## config.mk

```make
export PLATFORM = sky130hd
export DESIGN_NAME = conv1d
export DESIGN_NICKNAME = d
export VERILOG_FILES = /design/src/rtl/conv1d_pkg.sv /design/src/rtl/conv1d_tap.sv /design/src/rtl/conv1d.sv
export SDC_FILE = /design/constraint.sdc
export NUM_CORES = 2
export LEC_CHECK = 0
export ABC_AREA = 0
export CORE_UTILIZATION = 55
export DETAILED_ROUTE_END_ITERATION = 10
export GPL_ROUTABILITY_DRIVEN = 0
export PLACE_DENSITY = 0.8
export SYNTH_ARGS = -nofsm -noshare
export SYNTH_HDL_FRONTEND = slang
export SYNTH_SLANG_ARGS = --single-unit
```

## constraint.sdc

```tcl
create_clock -name clk -period 7.1 [get_ports clk]
set_input_delay 1.065 -clock clk [delete_from_list [all_inputs] [get_ports clk]]
set_output_delay 1.065 -clock clk [all_outputs]
set_load 0.05 [all_outputs]
```

## src/rtl/conv1d_pkg.sv

```systemverilog
// Shared widths for the conv1d streaming convolution engine.
package conv1d_pkg;
  localparam int WIDTH_DATA = 16;
  localparam int ACC_WIDTH  = 2 * WIDTH_DATA;
endpackage

```

## src/rtl/conv1d_tap.sv

```systemverilog
// One transposed-form FIR stage: weight register, multiplier, adder, acc register
// and (for stages after the first) the d register that delays the upstream acc.
// CONV1D_SAT_EN selects a saturating adder in place of wrap-around.
module conv1d_tap
  import conv1d_pkg::*;
#(
  parameter int WIDTH = WIDTH_DATA,
  parameter bit HAS_D = 1'b1
) (
  input  logic                      clk,
  input  logic                      rst_n,
  input  logic                      w_valid_i,
  input  logic signed [WIDTH-1:0]   w_i,
  input  logic signed [WIDTH-1:0]   x_r_i,
  input  logic signed [2*WIDTH-1:0] chain_i,
  output logic signed [2*WIDTH-1:0] acc_o
);
  localparam int AW = 2 * WIDTH;

  logic signed [WIDTH-1:0] w_q;
  logic signed [AW-1:0]    acc_q, acc_d, addend, prod;

  always_ff @(posedge clk or negedge rst_n) begin
    if (!rst_n) begin
      w_q   <= '0;
      acc_q <= '0;
    end else begin
      if (w_valid_i) w_q <= w_i;
      acc_q <= acc_d;
    end
  end

  generate
    if (HAS_D) begin : g_d
      logic signed [AW-1:0] d_q;
      always_ff @(posedge clk or negedge rst_n) begin
        if (!rst_n) d_q <= '0;
        else        d_q <= chain_i;
      end
      assign addend = d_q;
    end else begin : g_no_d
      assign addend = chain_i;
    end
  endgenerate

  assign prod = AW'(w_q) * AW'(x_r_i);

`ifdef CONV1D_SAT_EN
  // One guard bit exposes overflow; clamp when the top two bits disagree.
  logic signed [AW:0] sum_g;
  assign sum_g = {addend[AW-1], addend} + {prod[AW-1], prod};
  always_comb begin
    acc_d = sum_g[AW-1:0];
    if (sum_g[AW] != sum_g[AW-1])
      acc_d = sum_g[AW] ? {1'b1, {(AW-1){1'b0}}} : {1'b0, {(AW-1){1'b1}}};
  end
`else
  assign acc_d = addend + prod;
`endif

  assign acc_o = acc_q;
endmodule

```

## src/rtl/conv1d.sv

```systemverilog
// Streaming systolic 1-D convolution: x is registered once and broadcast to k taps,
// bias enters at tap 0 and the result leaves from the last tap's acc register.
module conv1d
  import conv1d_pkg::*;
#(
  parameter int k     = 3,
  parameter int WIDTH = WIDTH_DATA
) (
  input  logic                      clk,
  input  logic                      rst_n,
  input  logic                      w_valid,
  input  logic [k*WIDTH-1:0]        w_in,
  input  logic signed [WIDTH-1:0]   x,
  input  logic signed [WIDTH-1:0]   b,
  output logic signed [2*WIDTH-1:0] y
);
  localparam int AW = 2 * WIDTH;

  logic signed [WIDTH-1:0] x_r_q;
  logic signed [AW-1:0]    acc_w [k];

  always_ff @(posedge clk or negedge rst_n) begin
    if (!rst_n) x_r_q <= '0;
    else        x_r_q <= x;
  end

  generate
    for (genvar gi = 0; gi < k; gi++) begin : g_tap
      logic signed [AW-1:0] chain;
      if (gi == 0) begin : g_head
        assign chain = AW'(b);
      end else begin : g_body
        assign chain = acc_w[gi-1];
      end

      conv1d_tap #(
        .WIDTH (WIDTH),
        .HAS_D (gi != 0)
      ) u_tap (
        .clk       (clk),
        .rst_n     (rst_n),
        .w_valid_i (w_valid),
        .w_i       ($signed(w_in[gi*WIDTH +: WIDTH])),
        .x_r_i     (x_r_q),
        .chain_i   (chain),
        .acc_o     (acc_w[gi])
      );
    end
  endgenerate

  assign y = acc_w[k-1];
endmodule

```

==> metrics.md <==
| Metric | Value |
|---|---|
| Routed via count | 25.0k |
| Cells along the critical path | buf_12, nand2_1, inv_1, fa_1, inv_1, fa_1, clkinvlp_4, fa_1, fa_1, fa_1, inv_1, fa_1, inv_1, ha_1, a2111oi_0, o21ai_0, a31o_2, a21oi_1, nand2_1, o221ai_1, o21ai_0, xnor2_1 |
| Startpoint Class | register |
| Fillcell total | 5469 |
| Yosys warnings | 0 |
| Initial antenna violation count | 1 |
| Core Region | 0.0687 mm2 |
| Final nets | 5083 |
| Rel. slew slack | 40.3% |
| Most common cell after layout, fill and taps aside | inv_1 |
| Via density | 5.20 |
| Setup TNS | 0 ns |
| # diodes | 0 |
| Layout cells sized above 1 | 4.15% |
| Final worst slack | 0.325 ns |
| Post-DRT Antenna Nets | 0 |
| Initial Util | 55.6% |
| Final period util | 95.4% |
| DP Worst Slack | 0.349 ns |
| Sequential area share after synthesis | 14.7% |
| Largest net degree at the start of global routing | 138 |
| Residual DRC | 0 |
| CTS tree | yes |
| Status | finished clean |
| CP required | 7.55 ns |
| Die width | 266 um |
| CP max-delay cell | fa_1 |
| Drt wl/cell | 17.1 um |
| Max Cap Violations | 0 |
| H-Tree Depth | 1 |
| Count of input and output buffers | 114 |
| Worst path bufs/invs | 6 |
| Synth unique cells | 59 |
| Ports | 115 |
| Primary FF master, synth | dfrtp_1 |
| Most frequent cells in the layout | 970 x inv_1, 865 x fa_1, 395 x nand2_1 |
| Synth Net Count | 5029 |
| Worst endpoint data arrival time | 7.22 ns |
| Setup crit end kind | register |
| Root Buffer | clkbuf_16 |
| Final hold vios | 0 |
| Site Rows | 96 |
| DP HPWL | 66.6 mm |
| TritonCTS buffer count | 28 |
| Max-slew violations | 0 |
| Post-synth EDFFs | 0 |
| 1st-pass router iterations | 5 |
| Post-CTS Repair Setup Buffers | 0 |
| Worst Clk Skew | 0.0197 ns |
| CP Class | register to register |
| Ys async rst share | 100% |
| Max stage delay on crit path | 0.66 ns |
| Fin crit period | 6.77 ns |
| Total clock sinks | 224 |
| Mapped Area | 0.0382 mm2 |
| Total placed cells including tap cells | 4756 |
| Hold buffer count at cts | 0 |
| Non-Filler Instances | 4806 |
| Hold_ws | 0.345 ns |
| Reg area | 0.00561 mm2 |
| Vias in the first global route | 28.2k |
| Clock transition at path regs | 0.06 ns |
| Max Freq | 0.148 GHz |
| Final setup fails | 0 |
| Die area | 0.0706 mm2 |
| Area of the multi-input gates | 0.0284 mm2 |
| DIE HEIGHT | 266 um |
| Drt initial violations | 1274 |
| Slew @ Worst Pin | 0.896 ns |
| Worst skew pair latency | 0.58 ns |
| Clock buffer depth | 3 |
| Routed WL | 82.0 mm |
| #FFs+latches synth | 224 |
| Cells after Synth | 3801 |
| Overflow after GRT | 0 |
| Cell mode on critical path | fa_1 |
| HP Class | register to register |
| RSZ-0062 raised after global routing | no |
| Post-synthesis average cell area | 10.1 um2 |
| Area delta synth->final | 8.46% |
| Global-route wire length before repair | 138 mm |
| Worst path top cell family by delay | adder cells |
| CP Max Fanout | 32 |
| GRT Total Usage | 24.6% |
worst reg2reg max path, cell delays in order, from the launching register on:
cell and delay [ns]:
dfrtp_2 0.52, buf_12 0.23, nand2_1 0.15, inv_1 0.09, fa_1 0.58, inv_1 0.07
fa_1 0.66, clkinvlp_4 0.27, fa_1 0.53, fa_1 0.52, fa_1 0.51, inv_1 0.06
fa_1 0.47, inv_1 0.04, ha_1 0.35, a2111oi_0 0.36, o21ai_0 0.18, a31o_2 0.27
a21oi_1 0.18, nand2_1 0.07, o221ai_1 0.21, o21ai_0 0.16, xnor2_1 0.14
per-stage QoR:
| stage | instance area, um2 | util (%) |
|---|---|---|
| after floorplan | 38200 | - |
| after global placement | 40500 | 58.9 |
| after detailed placement | 40500 | 58.9 |
| after CTS | 41500 | 60.3 |
| after global routing | 41500 | 60.3 |
| final | 41500 | 60.3 |
worst paths after layout:
check	start	to	slack, ns	cells past startpoint
setup / recovery	x_r_q[1]	g_tap[1].u_tap.acc_o[31]	0.33	22
hold / removal	g_tap[0].u_tap.acc_o[23]	g_tap[1].u_tap.addend[23]	0.34	0
setup reg to reg	x_r_q[1]	g_tap[1].u_tap.acc_o[31]	0.33	22
hold reg to reg	g_tap[0].u_tap.acc_o[23]	g_tap[1].u_tap.addend[23]	0.34	0
max in group asynchronous	rst_n	g_tap[2].u_tap.addend[28]	5.42	2
min in group asynchronous	rst_n	g_tap[0].u_tap.w_q[4]	0.49	1
synth_stat cells, types with 25 or more instances:
| master | count | area, um2 |
|---|---|---|
| dfrtp_1 | 224 | 5610 |
| and2_1 | 375 | 2350 |
| nand2_1 | 395 | 1480 |
| nor2_1 | 78 | 293 |
| a21oi_1 | 67 | 335 |
| fa_1 | 865 | 17300 |
| clkbuf_1 | 136 | 510 |
| ha_1 | 280 | 3500 |
| xnor2_1 | 80 | 701 |
| mux2_2 | 48 | 541 |
| xor2_1 | 28 | 245 |
| o21ai_0 | 36 | 180 |
| inv_1 | 971 | 3640 |
| nand2b_1 | 25 | 156 |
per-layer routing:
layer	routed length [um]	track usage, %	part of all wire (%)
met1	33100	30.6	40
met2	41800	45.0	51
met3	4810	3.20	5.9
met4	2160	6.88	2.6
met5	11	0	0.013
registers in the layout, indices dropped and copies added, names as in the netlist:
| signal | flops |
|---|---|
| g_tap.u_tap.acc_o | 96 |
| g_tap.u_tap.addend | 64 |
| g_tap.u_tap.w_q | 48 |
| x_r_q | 16 |
repair_timing:
action	CTS	global route
hold endpoints to repair	0	0
setup endpoints to repair	0	2
resized for setup	0	4
cells by family after synthesis:
group           Yosys count  share of synthesized area [%]
buf+inv                1110                           10.9
flops                   224                           14.7
simple gates            944                           12.3
xor+xnor                108                           2.47
compound gates          221                           3.77
mux                      49                           1.44
fa+ha+maj              1145                           54.5
area by class of cell:
cell class	count	area share [%]
Clock buffer	32	1.80
Tap cell	931	2.81
Timing Repair Buffer	163	3.94
Sequential cell	224	13.5
Clock inverter	18	0.504
Multi-Input combinational cell	2467	68.6
Inverter	971	8.80
Power is left out: the tool's default activity adds up to more than one toggle a clock period on the data nets, which glitch-free logic cannot reach.
